===== config.mk =====
export PLATFORM = sky130hd
export DESIGN_NAME = nibble_serial_adder_16bit
export DESIGN_NICKNAME = d
export VERILOG_FILES = /design/src/rtl/nibble_serial_adder_16bit.sv
export SDC_FILE = /design/constraint.sdc
export NUM_CORES = 1
export LEC_CHECK = 0
export CAP_MARGIN = 0
export CORE_ASPECT_RATIO = 0.7
export CORE_MARGIN = 2
export CORE_UTILIZATION = 50
export CTS_BUF_LIST = sky130_fd_sc_hd__clkbuf_4 sky130_fd_sc_hd__clkbuf_8 sky130_fd_sc_hd__clkbuf_16
export DETAILED_ROUTE_END_ITERATION = 10
export PLACE_DENSITY = 0.8
export REMOVE_ABC_BUFFERS = 1
export SLEW_MARGIN = 0
export SYNTH_ARGS = -nofsm -noshare
export SYNTH_HDL_FRONTEND = slang
export SYNTH_HIERARCHICAL = 1
export SYNTH_SLANG_ARGS = --single-unit

===== constraint.sdc =====
create_clock -name clk -period 3.61 [get_ports clk]
set_input_delay 0.9025 -clock clk [delete_from_list [all_inputs] [get_ports clk]]
set_output_delay 0.9025 -clock clk [all_outputs]
set_load 0.02 [all_outputs]

===== src/rtl/nibble_serial_adder_16bit.sv =====
// 16-bit adder that reuses one 4-bit ripple-carry adder, processing one nibble per clock.
// Define NIBBLE_SERIAL_ADDER_OVERFLOW_EN to drive the signed-overflow output; otherwise it is tied to 0.

module nibble_serial_adder_16bit (
   input  logic        clk,
   input  logic        reset,
   input  logic        in_valid,
   output logic        in_ready,
   input  logic [15:0] left,
   input  logic [15:0] right,
   input  logic        carry_in,
   output logic        out_valid,
   input  logic        out_ready,
   output logic [15:0] sum,
   output logic        carry_out,
   output logic        overflow
);

   typedef enum logic [1:0] {
      S_IDLE = 2'd0,
      S_RUN  = 2'd1,
      S_DONE = 2'd2
   } state_t;

   state_t      r_state;
   state_t      w_state_next;
   logic [15:0] r_left;
   logic [15:0] r_right;
   logic        r_carry;
   logic [1:0]  r_idx;
   logic [15:0] r_sum;
   logic        r_carry_out;
   logic [3:0]  w_nib_l;
   logic [3:0]  w_nib_r;
   logic [3:0]  w_nib_s;
   logic        w_nib_c;

   assign w_nib_l = r_left[{r_idx, 2'b00} +: 4];
   assign w_nib_r = r_right[{r_idx, 2'b00} +: 4];

   ripple_carry_adder_4bit u_rca (
      .left      (w_nib_l),
      .right     (w_nib_r),
      .carry_in  (r_carry),
      .sum       (w_nib_s),
      .carry_out (w_nib_c)
   );

   always_ff @(posedge clk) begin
      if (reset) begin
         r_state <= S_IDLE;
      end else begin
         r_state <= w_state_next;
      end
   end

   always_comb begin
      w_state_next = r_state;
      case (r_state)
         S_IDLE: begin
            if (in_valid) w_state_next = S_RUN;
            else          w_state_next = S_IDLE;
         end
         S_RUN: begin
            if (r_idx == 2'd3) w_state_next = S_DONE;
            else               w_state_next = S_RUN;
         end
         S_DONE: begin
            if (out_ready) w_state_next = S_IDLE;
            else           w_state_next = S_DONE;
         end
         default: w_state_next = S_IDLE;
      endcase
   end

   // Operands are captured once at acceptance so port changes during RUN cannot disturb the add.
   always_ff @(posedge clk) begin
      if (reset) begin
         r_left      <= 16'd0;
         r_right     <= 16'd0;
         r_carry     <= 1'b0;
         r_idx       <= 2'd0;
         r_sum       <= 16'd0;
         r_carry_out <= 1'b0;
      end else begin
         case (r_state)
            S_IDLE: begin
               if (in_valid) begin
                  r_left  <= left;
                  r_right <= right;
                  r_carry <= carry_in;
                  r_idx   <= 2'd0;
               end
            end
            S_RUN: begin
               r_sum[{r_idx, 2'b00} +: 4] <= w_nib_s;
               r_carry                    <= w_nib_c;
               r_idx                      <= r_idx + 2'd1;
               if (r_idx == 2'd3) r_carry_out <= w_nib_c;
            end
            default: begin
            end
         endcase
      end
   end

`ifdef NIBBLE_SERIAL_ADDER_OVERFLOW_EN
   logic r_overflow;
   logic w_carry_into_msb;

   // Carry into bit 15 is recovered from the top nibble's sum bit, avoiding an extra adder port.
   assign w_carry_into_msb = w_nib_s[3] ^ w_nib_l[3] ^ w_nib_r[3];

   always_ff @(posedge clk) begin
      if (reset) begin
         r_overflow <= 1'b0;
      end else if ((r_state == S_RUN) && (r_idx == 2'd3)) begin
         r_overflow <= w_carry_into_msb ^ w_nib_c;
      end
   end

   assign overflow = r_overflow;
`else
   assign overflow = 1'b0;
`endif

   assign sum       = r_sum;
   assign carry_out = r_carry_out;
   assign in_ready  = (r_state == S_IDLE) && !reset;
   assign out_valid = (r_state == S_DONE);

endmodule

module ripple_carry_adder_4bit (
   input  logic [3:0] left,
   input  logic [3:0] right,
   input  logic       carry_in,
   output logic [3:0] sum,
   output logic       carry_out
);

   logic [4:0] w_c;

   always_comb begin
      w_c[0] = carry_in;
      for (int k = 0; k < 4; k++) begin
         sum[k]   = left[k] ^ right[k] ^ w_c[k];
         w_c[k+1] = (left[k] & right[k]) | (w_c[k] & (left[k] ^ right[k]));
      end
      carry_out = w_c[4];
   end

endmodule


=== Yosys cells after proc, flatten, opt, wreduce, memory -nomap -nowiden ===
Index checks and enable logic that the tools add are counted.

* Register bits: 54
* Input port bits: 37
* Output and inout port bits: 20
* Logic and storage cells: 53

* Add/subtract/negate cells: 2
* Equality and inequality tests: 4
* Shift operators: 4
* Multiplexer cells: 9
* Bitwise gates (word level): 20
* Reductions and logical operators: 7

{| class="wikitable"
|+ Operator list
! cell !! count
|-
| variable part select 16 x 5 -> 4 bit || 2
|-
| bitwise mux 16 bit || 1
|-
| variable shift 4 x 6 -> 16 bit (first input constant) || 1
|-
| variable part select 4 x 6 -> 16 bit || 1
|-
| bitwise AND 1 bit || 8
|-
| bitwise XOR 1 bit || 8
|-
| two-way mux 2 bit || 3
|-
| negator 4 -> 6 bit || 1
|-
| case mux 2 bit (3 select lines) || 1
|-
| AND reduction 2 bit || 3
|-
| == test 2 bit (second input constant) || 2
|-
| bitwise OR 1 bit || 4
|-
| case mux 2 bit (2 select lines) || 1
|-
| adder 2 x 1 -> 2 bit (second input constant) || 1
|-
| == test 2 x 1 -> 1 bit (second input constant) || 1
|-
| zero test 2 bit || 1
|-
| two-way mux 1 bit || 2
|-
| != test 2 bit (second input constant) || 1
|-
| case mux 1 bit (2 select lines) || 1
|-
| nonzero test 2 bit || 1
|-
| logical AND 1 bit || 1
|-
| zero test 1 bit || 1
|}

=== Logic depth before layout (Yosys ltp) ===
Gate-level depths: netlist of run 1.

* Word-level depth: 11
* Depth in mapped cells: 13
* Gate-level depth less buffers: 12

=== By module ===
The synthesis of run 1 kept the hierarchy.

{| class="wikitable"
|+ Modules (own cells, without submodules)
! module !! instances !! cells each !! area an instance (sq um)
|-
| nibble_serial_adder_16bit || 1 || 265 || 2353.5
|-
| ripple_carry_adder_4bit || 1 || 14 || 117.6
|}

=== Worst setup path after synthesis of run 1 ===
Ideal clock, no wire load.

* Kind: reg2reg
* Start: reg r_idx[0]
* End: reg r_sum[7] (netlist: sum[7])
* Arrival time: 2.826 ns
* Data required time: 3.540 ns
* Slack: 0.714 ns
* Stages on the path, launching flop included: 13
* Path through: dfxtp_1 > buf_4 > mux4_2 > fa_1 > inv_1 > fa_1 > inv_1 > fa_1 > inv_1 > fa_1 > inv_1 > nand4_1 > a21oi_1

* Word-level cells in the longest chain between the ends: 11

{| class="wikitable"
|+ RTL lines
! item !! line !! source
|-
| start: declaration || 30 || <nowiki>logic [1:0] r_idx;</nowiki>
|-
| start signal: assignment || 98 || <nowiki>r_idx <= r_idx + 2'd1;</nowiki>
|-
| variable part select 16 x 5 -> 4 bit (*) || 38 || <nowiki>assign w_nib_l = r_left[{r_idx, 2'b00} +: 4];</nowiki>
|-
| named net w_nib_l[0] || 33 || <nowiki>logic [3:0] w_nib_l;</nowiki>
|-
| bitwise XOR 1 bit || 148 || <nowiki>w_c[k+1] = (left[k] & right[k]) | (w_c[k] & (left[k] ^ right[k]));</nowiki>
|-
| bitwise AND 1 bit || 148 ||
|-
| bitwise OR 1 bit (*) || 148 ||
|-
| bitwise AND 1 bit (*) || 148 ||
|-
| bitwise OR 1 bit (*) || 148 ||
|-
| bitwise AND 1 bit (*) || 148 ||
|-
| bitwise OR 1 bit (*) || 148 ||
|-
| bitwise XOR 1 bit (*) || 147 || <nowiki>sum[k] = left[k] ^ right[k] ^ w_c[k];</nowiki>
|-
| named net w_nib_s[3] || 35 || <nowiki>logic [3:0] w_nib_s;</nowiki>
|-
| variable part select 4 x 6 -> 16 bit (*) || 96 || <nowiki>r_sum[{r_idx, 2'b00} +: 4] <= w_nib_s;</nowiki>
|-
| bitwise mux 16 bit (*) || 96 ||
|-
| end signal: indexed assignment || 96 ||
|-
| end: declaration || 31 || <nowiki>logic [15:0] r_sum;</nowiki>
|}

The timed path passes the listed nets; every way through them passes the cells marked *.
A chain may end at the register's enable or synchronous reset.

=== Worst setup path in the final report of run 1 ===
Same ends and word-level chain as after synthesis.

==> results of run 1 <==
## synthesized netlist by cell type (all sizes together)
cell and number:
a211oi 1, a21oi 43, and2 1, and3b 3, buf 15, clkbuf 5
conb 1, dfxtp 54, fa 4, ha 5, inv 22, mux2i 2
mux4 8, nand2 73, nand2b 6, nand3 4, nand3b 2, nand4 5
nand4b 1, nor2 4, nor2b 3, nor3 3, nor3b 2, nor4b 1
o21ba 1, o32ai 8, or3b 2
## worst max-delay path, delay by kind of cell (launching register included)
| family | cells | cell delay, ps |
|---|---|---|
| buffers and inverters | 4 | 320 |
| flip-flops | 1 | 430 |
| AND/OR/NAND/NOR | 1 | 90 |
| AO/OA/AOI/OAI | 1 | 140 |
| multiplexers | 1 | 560 |
| adder cells (fa/ha/maj) | 4 | 1360 |
## layout make-up
cell class              instances  share of cell area [%]
multi-input cells             183                    37.9
flip-flops and latches         54                    34.5
repair buffers                 60                    18.6
well taps                      69                    2.75
inverters                      22                    2.63
clock buffers                   5                    2.19
clock inverters                 3                    1.44
## sequential cells by signal, indices dropped and copies added (netlist names)
register / cells
carry_out: 1
r_carry: 1
r_idx: 2
r_left: 16
r_right: 16
r_state: 2
sum: 16
## how the worst max path moves through the flow
stage	slack, ps	to	depth (start not counted)
2_1_floorplan	340	sum[7]	11
3_3_place_gp	760	sum[7]	11
3_5_place_dp	670	sum[7]	11
4_1_cts	640	sum[7]	11
5_1_grt	440	sum[7]	11
6_report	650	sum[7]	11
## power breakdown
part | internal [mW] | switching (mW) | leakage (nW)
combinational | 0.0966 | 0.0961 | 0.634
clock | 0.206 | 0.198 | 0.0504
sequential | 0.622 | 0.0178 | 0.441
total | 0.925 | 0.312 | 1.13
## cell families (layout without fill, tap and decap cells)
group	after synthesis	in the layout	share of synthesized area, %
AOI/OAI and AO/OA	53	53	12.3
adders and majority gates	9	9	5.77
muxes	10	10	8.10
and+or+nand+nor	110	110	21.6
DFF	54	54	43.7
other	1	1	0.152
buffers and inverters	42	90	8.35
## layer usage
metal	part of all wire [%]	wire, um	vias to the layer above
li1	-	-	1023
met1	48	2320	926
met2	46	2210	48
met3	5.0	241	8
met4	1.2	56	0
met5	0	0	-
## layout by cell type (no fill, tap or decap), drive strengths merged
cell           netlist  routed
nand4b               1       1
nor2                 4       4
nor4b                1       1
clkdlybuf4s50        0      54
nand3b               2       2
nor3                 3       3
or3b                 2       2
clkbuf               5       5
o21ba                1       1
inv                 22      22
clkinvlp             0       2
nand3                4       4
dfxtp               54      54
nor2b                3       3
nand2b               6       6
o32ai                8       8
nand4                5       5
mux4                 8       8
and2                 1       1
a21oi               43      43
fa                   4       4
a211oi               1       1
buf                 15       6
bufinv               0       1
nor3b                2       2
mux2i                2       2
ha                   5       5
nand2               73      73
conb                 1       1
and3b                3       3
==> results.ini, run 1 <==
[synthesis]
synth_area_sq_mm = 0.00247
yosysTopAreaCell = dfxtp_1
ys_ff_latch = 54
yosys_warnings = 6
synth.area.top_cells = dfxtp_1 (44%), nand2_1 (11%), a21oi_1 (8.7%)
yosysTopAreaCellShare_pct = 43.7
yosysSeqAreaShare_pct = 43.7
synth_cells = 279
synth.avg_cell_area_sq_um = 8.86
synth_cell_type_count = 30

[clock_tree]
cts_root_buf = clkbuf_8
cts_buffers = 5
ctsResizeCount = 0
cts_sinks = 54
cts-hold-fix-buffers = 0
cts_buffer_depth = 2
cts_tree = built
clk_latency_ps = 310
cts_setup_buffers = 0
clkTransAtPathRegs_ps = 90
htreeDepth = 2

[detailed_routing]
routedWlPerCell_um = 12.2
first_iter_violations = 67
drc = 0
wirelength_mm = 4.83
first_pass_iters = 4
via_per_inst = 5.06
ant_nets = 0
vias = 2005

[final_layout]
fillers = 421
antenna_cells = 0
utilization_pct = 65.6
multiInputGateArea_sq_mm = 0.00119
design_area_sq_mm = 0.00314
final_nets = 372
stdcell_count = 396
area_growth_pct = 26.9
drive_gt1_share_pct = 7.95
ff_latch_area_sq_mm = 0.00108

[placement]
dpl_worst_slack_ps = 670
place_inst = 388
port_buffers = 55
gp_congestion = 0.850
post_dp_cell_area_sq_mm = 0.00302
place_hpwl_mm = 3.53

[timing]
maxSlewViolCount = 0
finalHoldViolations = 0
slew_headroom_pct = 32.2
fmax_ghz = 0.338
fin_crit_ps = 2960
layout_setup_ws_ps = 653
setup_violations = 0
skew_ps = 5.06
finalSetupTns_ps = 0
rsz0062_at_grt = false
holdWs_ps = 459
worst_pin_slew_ps = 1020
min_period_over_period_pct = 81.9

[min_path]
hold_end = r_left[5]
hold_depth = 2
hp-start = r_left[5]
worst_hold_path_type = reg2reg

[worst_setup_path]
max_stage_delay_ps = 560
path_cells = mux4_2, fa_1, inv_1, fa_1, inv_1, fa_1, inv_1, fa_1, inv_1, nand4_1, a21oi_1
reg2regPathDepth = 11
worstPathArrival_ps = 3200
timing.rr.end = sum[7]
critPathKind = reg2reg
rr_startpoint = r_idx[0]
crit_start = r_idx[0]
reg2reg_setup_slack_ps = 650
critPathMaxFanout = 4
required_ps = 3850
start_kind = flip-flop
end_kind = flip-flop
slowest_stage = mux4_2

[global_routing]
use_met2_pct = 29.7
grt_first_pass_wirelength_mm = 8.09
grt_max_degree = 59
grt_overflow = 0
grt_util_met1_pct = 24.9
grt_use_total_pct = 18.6
antenna_found_initial = 0
grt_use_met3_pct = 4.76
grt.busiest_layer = met2
grt_pass1_vias = 1868

[run]
max-cap-violations = 0

[power]
powerDensity_mw_per_mm2 = 394
ir_drop_mv = 0.258
report.power.total_mw = 1.24
p_leak_nw = 1.13

[floorplan]
core_area_sq_mm = 0.00478
rows = 21
die-height_um = 62.8
dieArea_sq_mm = 0.00553
start_util_pct = 51.7
die_x_um = 88.0
pin_count = 57

[run_status]
outcome = finished clean

(Power assumes the default switching activity.)
==> run 2: changes to the inputs <==
==> constraint.sdc (replaced) <==
create_clock -name clk -period 3.1 [get_ports clk]
set_input_delay 0.775 -clock clk [delete_from_list [all_inputs] [get_ports clk]]
set_output_delay 0.775 -clock clk [all_outputs]
set_load 0.02 [all_outputs]
==> run 2 against run 1 <==
Cell area barely moved. Clock power barely moved. Fmax rose by 1.2%. Global-route usage rose by 1.2 points. Clock skew fell by 1.2 ps. Sequential share of layout area rose by 0.067 points. Die area did not move. Wire length rose by 6.4%. Combinational power rose by 20%. Hold slack got worse by 2.9 ps. Worst setup slack got worse by 470 ps. Critical endpoint unchanged. Highest routed layer unchanged.
==> results.ini, run 2 (synthesis results as in run 1) <==
[final_layout]
final_nets = 374  ; +0.54%
final_common_cell = nand2_1
area_growth_pct = 26.8  ; about the same
antenna_cells = 0  ; unchanged
most-common-layout-cells = nand2_1 (73), clkdlybuf4s50_1 (54), dfxtp_1 (53)
fillers = 425  ; +0.95%
drive_gt1_share_pct = 8.81  ; +0.86 points
stdcell_count = 398  ; +0.51%

[timing]
min_period_over_period_pct = 94.2  ; +12 points
worst_pin_slew_ps = 572  ; -446 ps
fin_crit_ps = 2920  ; -35.3 ps
maxSlewViolCount = 0  ; unchanged
slew_headroom_pct = 61.9  ; +30 points
finalHoldViolations = 0  ; unchanged
skew_ps = 3.84  ; -1.22 ps
fmax_ghz = 0.342  ; +1.2%
holdWs_ps = 456  ; -2.88 ps
rsz0062_at_grt = false
setup_violations = 0  ; unchanged

[floorplan]
rows = 21  ; unchanged
start_util_pct = 51.7  ; unchanged
dieArea_sq_mm = 0.00553  ; unchanged
core_area_sq_mm = 0.00478  ; unchanged
die_x_um = 88.0  ; unchanged
die-height_um = 62.8  ; unchanged
pin_count = 57  ; unchanged

[worst_setup_path]
critPathKind = reg2reg
end_kind = flip-flop
required_ps = 3340  ; -510 ps
rr_startpoint = r_idx[0]
path_cells = mux4_2, fa_1, inv_1, fa_1, inv_1, fa_1, inv_1, fa_1, inv_1, nand4_1, a21oi_1
start_kind = flip-flop
critPathMaxFanout = 3  ; -1
worstPathArrival_ps = 3160  ; -40 ps
slowest_stage = mux4_2
crit_start = r_idx[0]
max_stage_delay_ps = 530  ; -30 ps

[placement]
place_hpwl_mm = 3.67  ; +4.1%
place_inst = 390  ; +0.52%
gp_congestion = 0.845  ; -0.63%
port_buffers = 55  ; unchanged

[detailed_routing]
ant_nets = 0  ; unchanged
vias = 1992  ; -0.65%
wirelength_mm = 5.14  ; +6.4%
routedWlPerCell_um = 12.9  ; +5.9%
via_per_inst = 5.01  ; -1.1%
drc = 0  ; unchanged
first_iter_violations = 79  ; +18%
first_pass_iters = 4  ; unchanged

[power]
powerDensity_mw_per_mm2 = 442  ; +12%
p_int_mw = 1.03  ; +11%
ir_drop_mv = 0.262  ; +1.4%
switchingPower_uw = 357  ; +14%
pwr-share-clk_pct = 29.4  ; -3.3 points
swShare_pct = 25.8  ; +0.52 points
p_leak_nw = 1.14  ; +1.0%
p_seq_share_pct = 53.9  ; +2.2 points
comb_power_share_pct = 16.7  ; +1.1 points

[clock_tree]
cts_root_buf = clkbuf_8
cts_buffer_depth = 2  ; unchanged
cts_sinks = 54  ; unchanged
clkTransAtPathRegs_ps = 90  ; about the same
cts-hold-fix-buffers = 0  ; unchanged
clk_latency_ps = 310  ; about the same
cts_buffers = 5  ; unchanged
cts_tree = built
htreeDepth = 2  ; unchanged

[min_path]
hp-start = r_left[14]
worst_hold_path_type = reg2reg

[global_routing]
antenna_found_initial = 0  ; unchanged
grt_use_total_pct = 19.8  ; +1.2 points
grt_overflow = 0  ; unchanged
grt_pass1_vias = 1885  ; +0.91%
grt_max_degree = 59  ; unchanged
grt_first_pass_wirelength_mm = 8.58  ; +6.1%

[run]
max-cap-violations = 0  ; unchanged

[run_status]
outcome = finished clean

run 2: cell count changes in the layout (fill, tap and decap cells not counted), sizes merged:
cell,previous run,this run
bufinv,1,0
clkinv,0,1
buf,6,8
clkbuf,5,7
clkinvlp,2,0
run 2: worst paths after layout:
| check | depth (start not counted) | end | slack (ps) |
|---|---|---|---|
| worst max-delay path | 11 | sum[7] | 180 |
| worst min-delay path | 2 | r_left[14] | 460 |
| worst max register to register | 11 | sum[7] | 180 |
| worst min register to register | 2 | r_left[14] | 460 |
run 2: cell type report:
class	count	area (sq um)	area share, %
Timing Repair Buffer	62	598	19.1
Clock buffer	7	90.1	2.87
Clock inverter	1	5.00	0.160
Multi-Input combinational cell	183	1190	38.0
Tap cell	69	86.3	2.75
Sequential cell	54	1080	34.5
Inverter	22	82.6	2.63
run 2: stage by stage:
stage               setup WS (ps)  TNS [ps]  util [%]  power (mW)  area (sq um)
finish                        178         0      65.5        1.38          3130
global route                 52.4         0      65.5        1.44          3130
CTS                           146         0      65.5        1.39          3130
detailed placement            171         0      63.5       0.992          3040
global placement              258         0      63.5       0.983          3040
floorplan                    -166      -461         -       0.882          2350
run 2: power by group through the flow:
stage                     clock [mW]  combinational (mW)  sequential [mW]
after floorplan                    0               0.117            0.765
after global placement             0               0.224            0.760
after detailed placement           0               0.229            0.762
after CTS                      0.413               0.230            0.746
after global routing           0.442               0.252            0.750
final                          0.408               0.231            0.747
run 2: critical path, delay by kind of cell (launching register included):
family | cells | cell delay, ps
DFF | 1 | 370
buffers and inverters | 4 | 330
AOI/OAI and AO/OA | 1 | 150
adders and majority gates | 4 | 1370
and+or+nand+nor | 1 | 100
muxes | 1 | 530
run 2: per-layer routing:
layer  track usage, %  up-vias  wire length, um
met5                0        -                0
met4             6.25        0               67
met3             3.96        8              206
met2             32.0       46             2420
met1             26.5      912             2450
li1                 -     1026                -
run 2: timing repair:
item | CTS | global route
resized for setup | 0 | 1
endpoints found under the hold margin | 0 | 0
endpoints found under the setup margin | 0 | 2
setup buffers | 0 | 0
==> edit, RTL diff (config.mk and constraints of run 1) <==
Re-encode `state_t` (3 states) as one-hot, 3 bits wide.
--- a/src/rtl/nibble_serial_adder_16bit.sv
+++ b/src/rtl/nibble_serial_adder_16bit.sv
@@ -18,6 +18,6 @@
 
-   typedef enum logic [1:0] {
-      S_IDLE = 2'd0,
-      S_RUN  = 2'd1,
-      S_DONE = 2'd2
+   typedef enum logic [2:0] {
+      S_IDLE = 3'b001,
+      S_RUN  = 3'b010,
+      S_DONE = 3'b100
    } state_t;
Formal check against the unedited RTL: same outputs for any inputs over 10 cycles, from zero or initial values and one cycle with reset high; not proved beyond that.
==> edit against run 1 <==
Global-route usage rose by 1.4 points; cell area rose by 0.76%; routed wire length rose by 6.8%; synthesized area rose by 1.8%; combinational power fell by 18%; core utilization rose by 0.14 points; setup slack got worse by 0.039 ns; sequential cell count rose by 1; critical path depth did not move; total power fell by 6.6%; largest power group unchanged; highest routed layer unchanged.
==> edit: results (changes against run 1) <==
Status
  • Outcome: completed

Global route
  • Vias in the first global route: 2022 (+8.2%)
  • GRT met3 Usage: 0.04325 (-0.004306)
  • First-pass GRT wire length: 8776 um (+8.5%)
  • Pin count of the biggest net entering global routing: 56 (-5.1%)
  • Global Route Usage Sum: 0.1993 (+0.01365)
  • M2 GR Usage: 0.3302 (+0.03288)
  • GRT met1 Usage: 0.2583 (+0.008961)

Critical path
  • Reg2reg end: sum[3]
  • CP Data Arrival Time: 3.23 ns (+0.03 ns)
  • Max FO, Critical Path: 4 (unchanged)
  • CP peak stage delay: 0.53 ns (-0.03 ns)
  • Worst setup path start: r_idx[0]

Synthesis
  • Fraction of the yosys area taken by sequential cells: 0.4376 (about the same)
  • Compound-cell area share of the yosys netlist: 0.1129 (-0.009652)
  • Post-synthesis adder-cell area fraction: 0.05669 (-0.001033)
  • Yosys cell types: 29 (-3.3%)
  • Multiplexer share of the synthesized area: 0.07161 (-0.009406)
  • Synth cell count leaders: nand2_1 (85), dfxtp_1 (55), a21oi_1 (52)
  • Synth top area cells: dfxtp_1 (44%), nand2_1 (13%), a21oi_1 (10%)

Min path
  • Hold path endpoint: sum[0]
  • Hold Startpoint: sum[0]

Power
  • P_leak: 1.096 nW (-2.6%)
  • Max IR drop VDD: 204.7 uV (-21%)

Clocking
  • H-Tree Depth: 2 (unchanged)

Place
  • Worst slack, placed: 0.6333 ns (-0.03648 ns)
  • Detail Placement HPWL: 3670 um (+4.0%)
  • RePlAce Congestion: 0.8932 (+5.0%)

Cells and area
  • Layout cells sized above 1: 0.07463 (-0.004884)
  • Layout Nets: 381 (+2.4%)
  • Fillers: 413 (-1.9%)

Detailed routing
  • Routed Wire Length: 5156 um (+6.8%)
  • DRT iter0 DRCs: 148 (+120%)
  • Via density: 5.198 (+2.7%)

Timing
  • Worst Skew: 0.006473 ns (+0.001410 ns)
  • Setup WS post-layout: 0.6140 ns (-0.03908 ns)
  • Worst-Margin Slew: 0.6521 ns (-0.3652 ns)
  • Hold Vio Cnt, Final: 0 (unchanged)
[edit: logic make-up (layout without fill, tap and decap cells)]
group / after synthesis / in the layout
adders and majority gates: 9 / 9
AOI/OAI and AO/OA: 55 / 55
and+or+nand+nor: 127 / 127
DFF: 55 / 55
other: 1 / 1
buffers and inverters: 35 / 80
muxes: 8 / 8
[edit: where the power goes]
group	total, mW	switching, mW	internal (mW)
Sequential	0.652	0.0185	0.633
Combinational	0.159	0.0791	0.0803
Clock	0.345	0.194	0.151
[edit: stage by stage]
| stage | total power, mW | cells | util | hold slack (ns) | area (um2) |
|---|---|---|---|---|---|
| after global routing | 1.207 | 404 | 0.6573 | 0.4677 | 3161 |
| after global placement | 0.8218 | 397 | 0.6391 | 0.4375 | 3073 |
| after detailed placement | 0.8263 | 397 | 0.6391 | 0.4440 | 3073 |
| final | 1.156 | 404 | 0.6573 | 0.4528 | 3161 |
| after floorplan | 0.7443 | 268 | - | 0.4271 | 2404 |
| after CTS | 1.166 | 404 | 0.6573 | 0.4570 | 3161 |
[edit: cell type report]
class / instances / share of cell area
clock inverters: 1 / 0.001584
flip-flops and latches: 55 / 0.3484
clock buffers: 6 / 0.02613
multi-input cells: 200 / 0.3967
inverters: 13 / 0.01544
well taps: 69 / 0.02732
repair buffers: 60 / 0.1845
[edit: worst reg2reg max path: stages (launching register included)]
cell and delay [ns]:
dfxtp_1 0.40, mux4_2 0.53, fa_1 0.44, inv_1 0.08, fa_1 0.16, inv_1 0.05, fa_1 0.34, inv_1 0.08
fa_1 0.41, inv_1 0.14, nand4_1 0.11, a21oi_1 0.19
[edit: per-layer routing]
metal | part of all wire | vias up
li1 | - | 1076
met1 | 0.49 | 972
met2 | 0.45 | 47
met3 | 0.043 | 5
met4 | 0.012 | 0
met5 | 0 | -
